--- src/rtl/truth_table_sweeper.sv ---
// truth_table_sweeper: steps a 4-input gate through all 16 vectors, samples its
// output after a programmable settle time and compares it with a golden table.
module truth_table_sweeper #(
  parameter logic [15:0] EXPECTED = 16'hE605,
  parameter int unsigned SETTLE   = 2
) (
  input  logic        i_clk,
  input  logic        i_rst,
  input  logic        i_start,
  input  logic        i_abort,
  output logic [3:0]  o_drive,
  input  logic        i_dut_out,
  output logic        o_busy,
  output logic        o_done,
  output logic        o_pass,
  output logic [15:0] o_captured,
  output logic [4:0]  o_mismatch_cnt,
  output logic [3:0]  o_first_fail,
  output logic        o_fail_valid
);

  localparam int unsigned CNT_W = 8;
  localparam logic [CNT_W-1:0] LAST_CNT = CNT_W'(SETTLE - 1);

  typedef enum logic [1:0] {
    S_IDLE   = 2'd0,
    S_HOLD   = 2'd1,
    S_FINISH = 2'd2
  } state_t;

  state_t           r_state;
  state_t           w_next;
  logic [3:0]       r_j;
  logic [CNT_W-1:0] r_cnt;
  logic [3:0]       r_drive;
  logic             r_busy;
  logic             r_done;
  logic             r_pass;
  logic [15:0]      r_captured;
  logic [4:0]       r_mismatch_cnt;
  logic [3:0]       r_first_fail;
  logic             r_fail_valid;

  logic             w_sample;
  logic             w_last_vec;
  logic [3:0]       w_bit_idx;
  logic             w_miss;
  logic [4:0]       w_mis_next;

  // Sample strobe (abort suppresses it) and mismatch of the current vector
  assign w_sample   = (r_state == S_HOLD) && !i_abort && (r_cnt == LAST_CNT);
  assign w_last_vec = (r_j == 4'd15);
  assign w_bit_idx  = ~r_j;
  assign w_miss     = i_dut_out ^ EXPECTED[w_bit_idx];
  assign w_mis_next = r_mismatch_cnt + 5'(w_miss);

  // State register
  always_ff @(posedge i_clk) begin
    if (i_rst) r_state <= S_IDLE;
    else       r_state <= w_next;
  end

  // Next-state logic
  always_comb begin
    w_next = r_state;
    case (r_state)
      S_IDLE:   if (i_start) w_next = S_HOLD;
      S_HOLD: begin
        if (i_abort)                     w_next = S_IDLE;
        else if (w_sample && w_last_vec) w_next = S_FINISH;
      end
      S_FINISH: w_next = S_IDLE;
      default:  w_next = S_IDLE;
    endcase
  end

  // Sweep datapath and registered result outputs
  always_ff @(posedge i_clk) begin
    if (i_rst) begin
      r_j            <= '0;
      r_cnt          <= '0;
      r_drive        <= '0;
      r_busy         <= 1'b0;
      r_done         <= 1'b0;
      r_pass         <= 1'b0;
      r_captured     <= '0;
      r_mismatch_cnt <= '0;
      r_first_fail   <= '0;
      r_fail_valid   <= 1'b0;
    end else begin
      case (r_state)
        S_IDLE: begin
          r_done  <= 1'b0;
          r_drive <= '0;
          if (i_start) begin
            r_j            <= '0;
            r_cnt          <= '0;
            r_busy         <= 1'b1;
            r_pass         <= 1'b0;
            r_captured     <= '0;
            r_mismatch_cnt <= '0;
            r_first_fail   <= '0;
            r_fail_valid   <= 1'b0;
          end
        end
        S_HOLD: begin
          if (i_abort) begin
            r_busy  <= 1'b0;
            r_pass  <= 1'b0;
            r_drive <= '0;
          end else if (w_sample) begin
            r_captured[w_bit_idx] <= i_dut_out;
            r_mismatch_cnt        <= w_mis_next;
            r_cnt                 <= '0;
            if (w_miss && !r_fail_valid) begin
              r_first_fail <= r_j;
              r_fail_valid <= 1'b1;
            end
            if (w_last_vec) begin
              r_done  <= 1'b1;
              r_busy  <= 1'b0;
              r_pass  <= (w_mis_next == 5'd0);
              r_drive <= '0;
            end else begin
              r_j     <= r_j + 4'd1;
              r_drive <= r_j + 4'd1;
            end
          end else begin
            r_cnt <= r_cnt + CNT_W'(1);
          end
        end
        S_FINISH: begin
          r_done  <= 1'b0;
          r_drive <= '0;
        end
        default: begin
          r_done <= 1'b0;
          r_busy <= 1'b0;
        end
      endcase
    end
  end

  assign o_drive        = r_drive;
  assign o_busy         = r_busy;
  assign o_done         = r_done;
  assign o_pass         = r_pass;
  assign o_captured     = r_captured;
  assign o_mismatch_cnt = r_mismatch_cnt;
  assign o_first_fail   = r_first_fail;
  assign o_fail_valid   = r_fail_valid;

endmodule

--- config.mk ---
export PLATFORM = sky130hd
export DESIGN_NAME = truth_table_sweeper
export DESIGN_NICKNAME = d
export VERILOG_FILES = /design/src/rtl/truth_table_sweeper.sv
export SDC_FILE = /design/constraint.sdc
export NUM_CORES = 1
export LEC_CHECK = 0
export CAP_MARGIN = 30
export CELL_PAD_IN_SITES_DETAIL_PLACEMENT = 1
export CELL_PAD_IN_SITES_GLOBAL_PLACEMENT = 1
export CORE_MARGIN = 3
export CORE_UTILIZATION = 28
export CTS_CLUSTER_DIAMETER = 40
export CTS_CLUSTER_SIZE = 10
export DETAILED_ROUTE_END_ITERATION = 8
export PLACE_DENSITY_LB_ADDON = 0.1
export RECOVER_POWER = 50
export SLEW_MARGIN = 10
export SYNTH_ARGS = -nofsm -noshare
export SYNTH_HDL_FRONTEND = slang
export SYNTH_SLANG_ARGS = --single-unit
--- constraint.sdc ---
create_clock -name i_clk -period 4.2 [get_ports i_clk]
set_input_delay 0.84 -clock i_clk [delete_from_list [all_inputs] [get_ports i_clk]]
set_output_delay 0.84 -clock i_clk [all_outputs]
set_load 0.005 [all_outputs]
==> flow_summary.ini <==
[run_status]
status = complete, no violations

[timing]
slew_headroom_pct = 51.6
setup_tns_ps = 0
period_needed_ps = 3140
fmax_ghz = 0.319
timing.final.crit_share_pct = 74.7
rsz0062_at_grt = false
hold_viol = 0
setup_violations = 0
fin_worst_skew_ps = 6.36
slew_viol_final = 0
worst_pin_slew_ps = 726
setup_slack_ps = 1060

[floorplanning]
die_w_um = 99.6
dieArea_um2 = 9920
fp-row-count = 33
start_util_pct = 29.4
coreArea_um2 = 8340
die_h_um = 99.6
io_pins = 38

[detailed_routing]
via_per_inst = 5.28
ant_nets = 0
wire_per_inst_um = 16.8
drt-total-wl_um = 7140
first_pass_iters = 4
drc = 0
vias = 2246
drtIter0Drc = 77

[clock_tree]
clk_latency_ps = 300
cts_tree = built
cts-htree-levels = 2
cts_resized = 0
post_cts_buffers = 0
hold_buffers = 0
cts_buffers = 5
cts.sink_count = 47
root_buffer = clkbuf_8
clk_pin_slew_ps = 90
clk_path_buf_depth = 2

[final_layout]
drive_above_1_share_pct = 5.31
multi_input_area_um2 = 1370
antenna_cells = 0
finish.net_count = 332
seq_area_um2 = 941
fill_cells = 993
area_growth_pct = 20.9

[setup_path]
max_stage_delay_ps = 700
arrival_ps = 3380
end_kind = flop
crit_type = primary input to flop
cp.required_ps = 4440
cp_cell_sequence = clkdlybuf4s50_1 > nand2b_1 > mux2i_1 > or3_1 > ha_1 > ha_1 > xor2_1 > nor4_1 > nand3_1 > mux2i_1
r2r_slack_ps = 1410
cp_slowest_cell = clkdlybuf4s50_1
worstSetupStartpointType = primary input
critPathMaxFanout = 11

[grt]
grt_antenna_before_repair = 0
grt_usage_pct = 15.1
grt_pass1_wl_um = 12100
grt_max_degree = 54
overflow = 0
first_global_vias = 2298

[logic_synthesis]
synth_top_cell_area_share_pct = 38.4
ys_seq_elements = 47
synth_fp_nets = 303
avgSynthCellArea_um2 = 8.46
synth_largest_area_cell = dfxtp_1
synth.most_common_cell = dfxtp_1
synth_ff_type = dfxtp_1
ys_seq_area_share_pct = 38.4
syn_area_um2 = 2450
synth_common_cells = 47 x dfxtp_1, 36 x a21oi_1, 27 x o21ai_0, 18 x nand3_1, 14 x nand2_1
synth.distinct_cells = 45
synth_edf_count = 0
async_reset_ff_share_pct = 0
synth_area_leaders = dfxtp_1 38%, a21oi_1 7.3%, o21ai_0 5.5%, ha_1 4.1%, nand3_1 3.7%
synthCells = 290
yosysWarningCount = 0

[power]
leakagePower_nw = 1.05
p_int_mw = 0.627
p_seq_share_pct = 54.1
pwr_density_cell_nw_per_um2 = 284
pwr-share-comb_pct = 9.1
power.clock.fraction_pct = 36.8
vdd.ir_drop.worst_uv = 125
switching_power_mw = 0.216
switching_share_pct = 25.6

[placement]
gp_congestion = 0.726
port_buffers = 37
dp_slack_ps = 785
dp_hpwl_um = 4960

[min_path]
min_path_type = flop to flop

[run]
maxCapViolations = 0
## final cells by class
type,count,share of cell area (%)
Multi-Input combinational cell,216,46.3
Sequential cell,47,31.7
Timing Repair Buffer,40,13.0
Tap cell,105,4.43
Clock buffer,8,3.38
Inverter,9,1.14
## power groups by stage
stage          logic, mW  registers (mW)  clock network (mW)
2_1_floorplan     0.0549           0.464                   0
3_3_place_gp      0.0801           0.466                   0
3_5_place_dp      0.0803           0.467                   0
4_1_cts           0.0806           0.456               0.321
5_1_grt           0.0865           0.457               0.338
6_report          0.0763           0.456               0.310
## worst paths after layout
| kind | startpoint | to | cells past startpoint |
|---|---|---|---|
| min | o_first_fail[3]$_SDFFE_PP0P_ | o_first_fail[3]$_SDFFE_PP0P_ | 2 |
| min reg2reg | o_first_fail[3]$_SDFFE_PP0P_ | o_first_fail[3]$_SDFFE_PP0P_ | 2 |
| max reg2reg | r_j[0]$_SDFFE_PP0P_ | o_pass$_SDFFE_PP0P_ | 11 |
| max | i_dut_out | o_pass$_SDFFE_PP0P_ | 10 |
## sequential cells by signal, indices dropped and copies added (netlist names)
signal,flops
o_captured,16
r_cnt,8
o_mismatch_cnt,5
o_drive,4
o_first_fail,4
r_j,4
r_state,2
o_busy,1
o_done,1
o_fail_valid,1
o_pass,1
## layer usage
metal | up-vias | routed length (um) | track usage, %
met2 | 34 | 3230 | 22.8
met3 | 5 | 259 | 2.95
met1 | 1086 | 3590 | 22.0
met5 | - | 0 | 0
li1 | 1121 | - | -
met4 | 0 | 61 | 3.78
## stage by stage
stage | total power [mW] | instances | util [%] | hold WS [ps] | area (um2)
final | 0.842 | 425 | 35.5 | 463 | 2960
after global routing | 0.882 | 425 | 35.5 | 504 | 2960
after detailed placement | 0.547 | 417 | 34.6 | 461 | 2890
after CTS | 0.858 | 425 | 35.8 | 475 | 2990
after global placement | 0.547 | 417 | 34.6 | 453 | 2890
after floorplan | 0.519 | 290 | - | 452 | 2450
## layout by cell type, fill, tap and decap left out, types with 2 or more instances in the layout
| master | instances |
|---|---|
| dfxtp_1 | 47 |
| a21oi_1 | 36 |
| dlygate4sd3_1 | 34 |
| o21ai_0 | 27 |
| nand3_1 | 18 |
| nand2_1 | 14 |
| nand2b_1 | 12 |
| nor2b_1 | 12 |
| nor3_1 | 10 |
| inv_1 | 9 |
| xnor2_1 | 9 |
| ha_1 | 8 |
| nor2_1 | 7 |
| clkbuf_8 | 7 |
| or3_1 | 5 |
| mux2i_1 | 4 |
| nand3b_1 | 4 |
| o32ai_1 | 4 |
| o211ai_1 | 4 |
| a2111oi_0 | 4 |
| a211oi_1 | 4 |
| nand4_1 | 4 |
| and3_1 | 3 |
| nor4_1 | 3 |
| nor3b_1 | 2 |
| a31oi_1 | 2 |
| o311ai_0 | 2 |
| a41oi_1 | 2 |
| o31ai_1 | 2 |
| xor2_1 | 2 |
| clkbuf_1 | 2 |
| clkdlybuf4s50_1 | 2 |
| buf_4 | 2 |
## kinds of logic (layout without fill, tap and decap cells)
logic type / after synthesis / count (layout) / share of synthesized area (%)
and+or+nand+nor: 101 / 101 / 23.8
AOI/OAI and AO/OA: 92 / 92 / 23.3
DFF: 47 / 47 / 38.4
muxes: 4 / 4 / 1.63
xor gates and xnor gates: 11 / 11 / 3.93
adders and majority gates: 8 / 8 / 4.08
buffers and inverters: 27 / 57 / 4.85
## critical path, delay by kind of cell
family,cells,cell delay (ps)
buf+inv,1,700
mux,2,290
fa+ha+maj,2,480
xor+xnor,1,170
simple gates,4,890
Note: power is estimated with default switching activity, not from simulation.
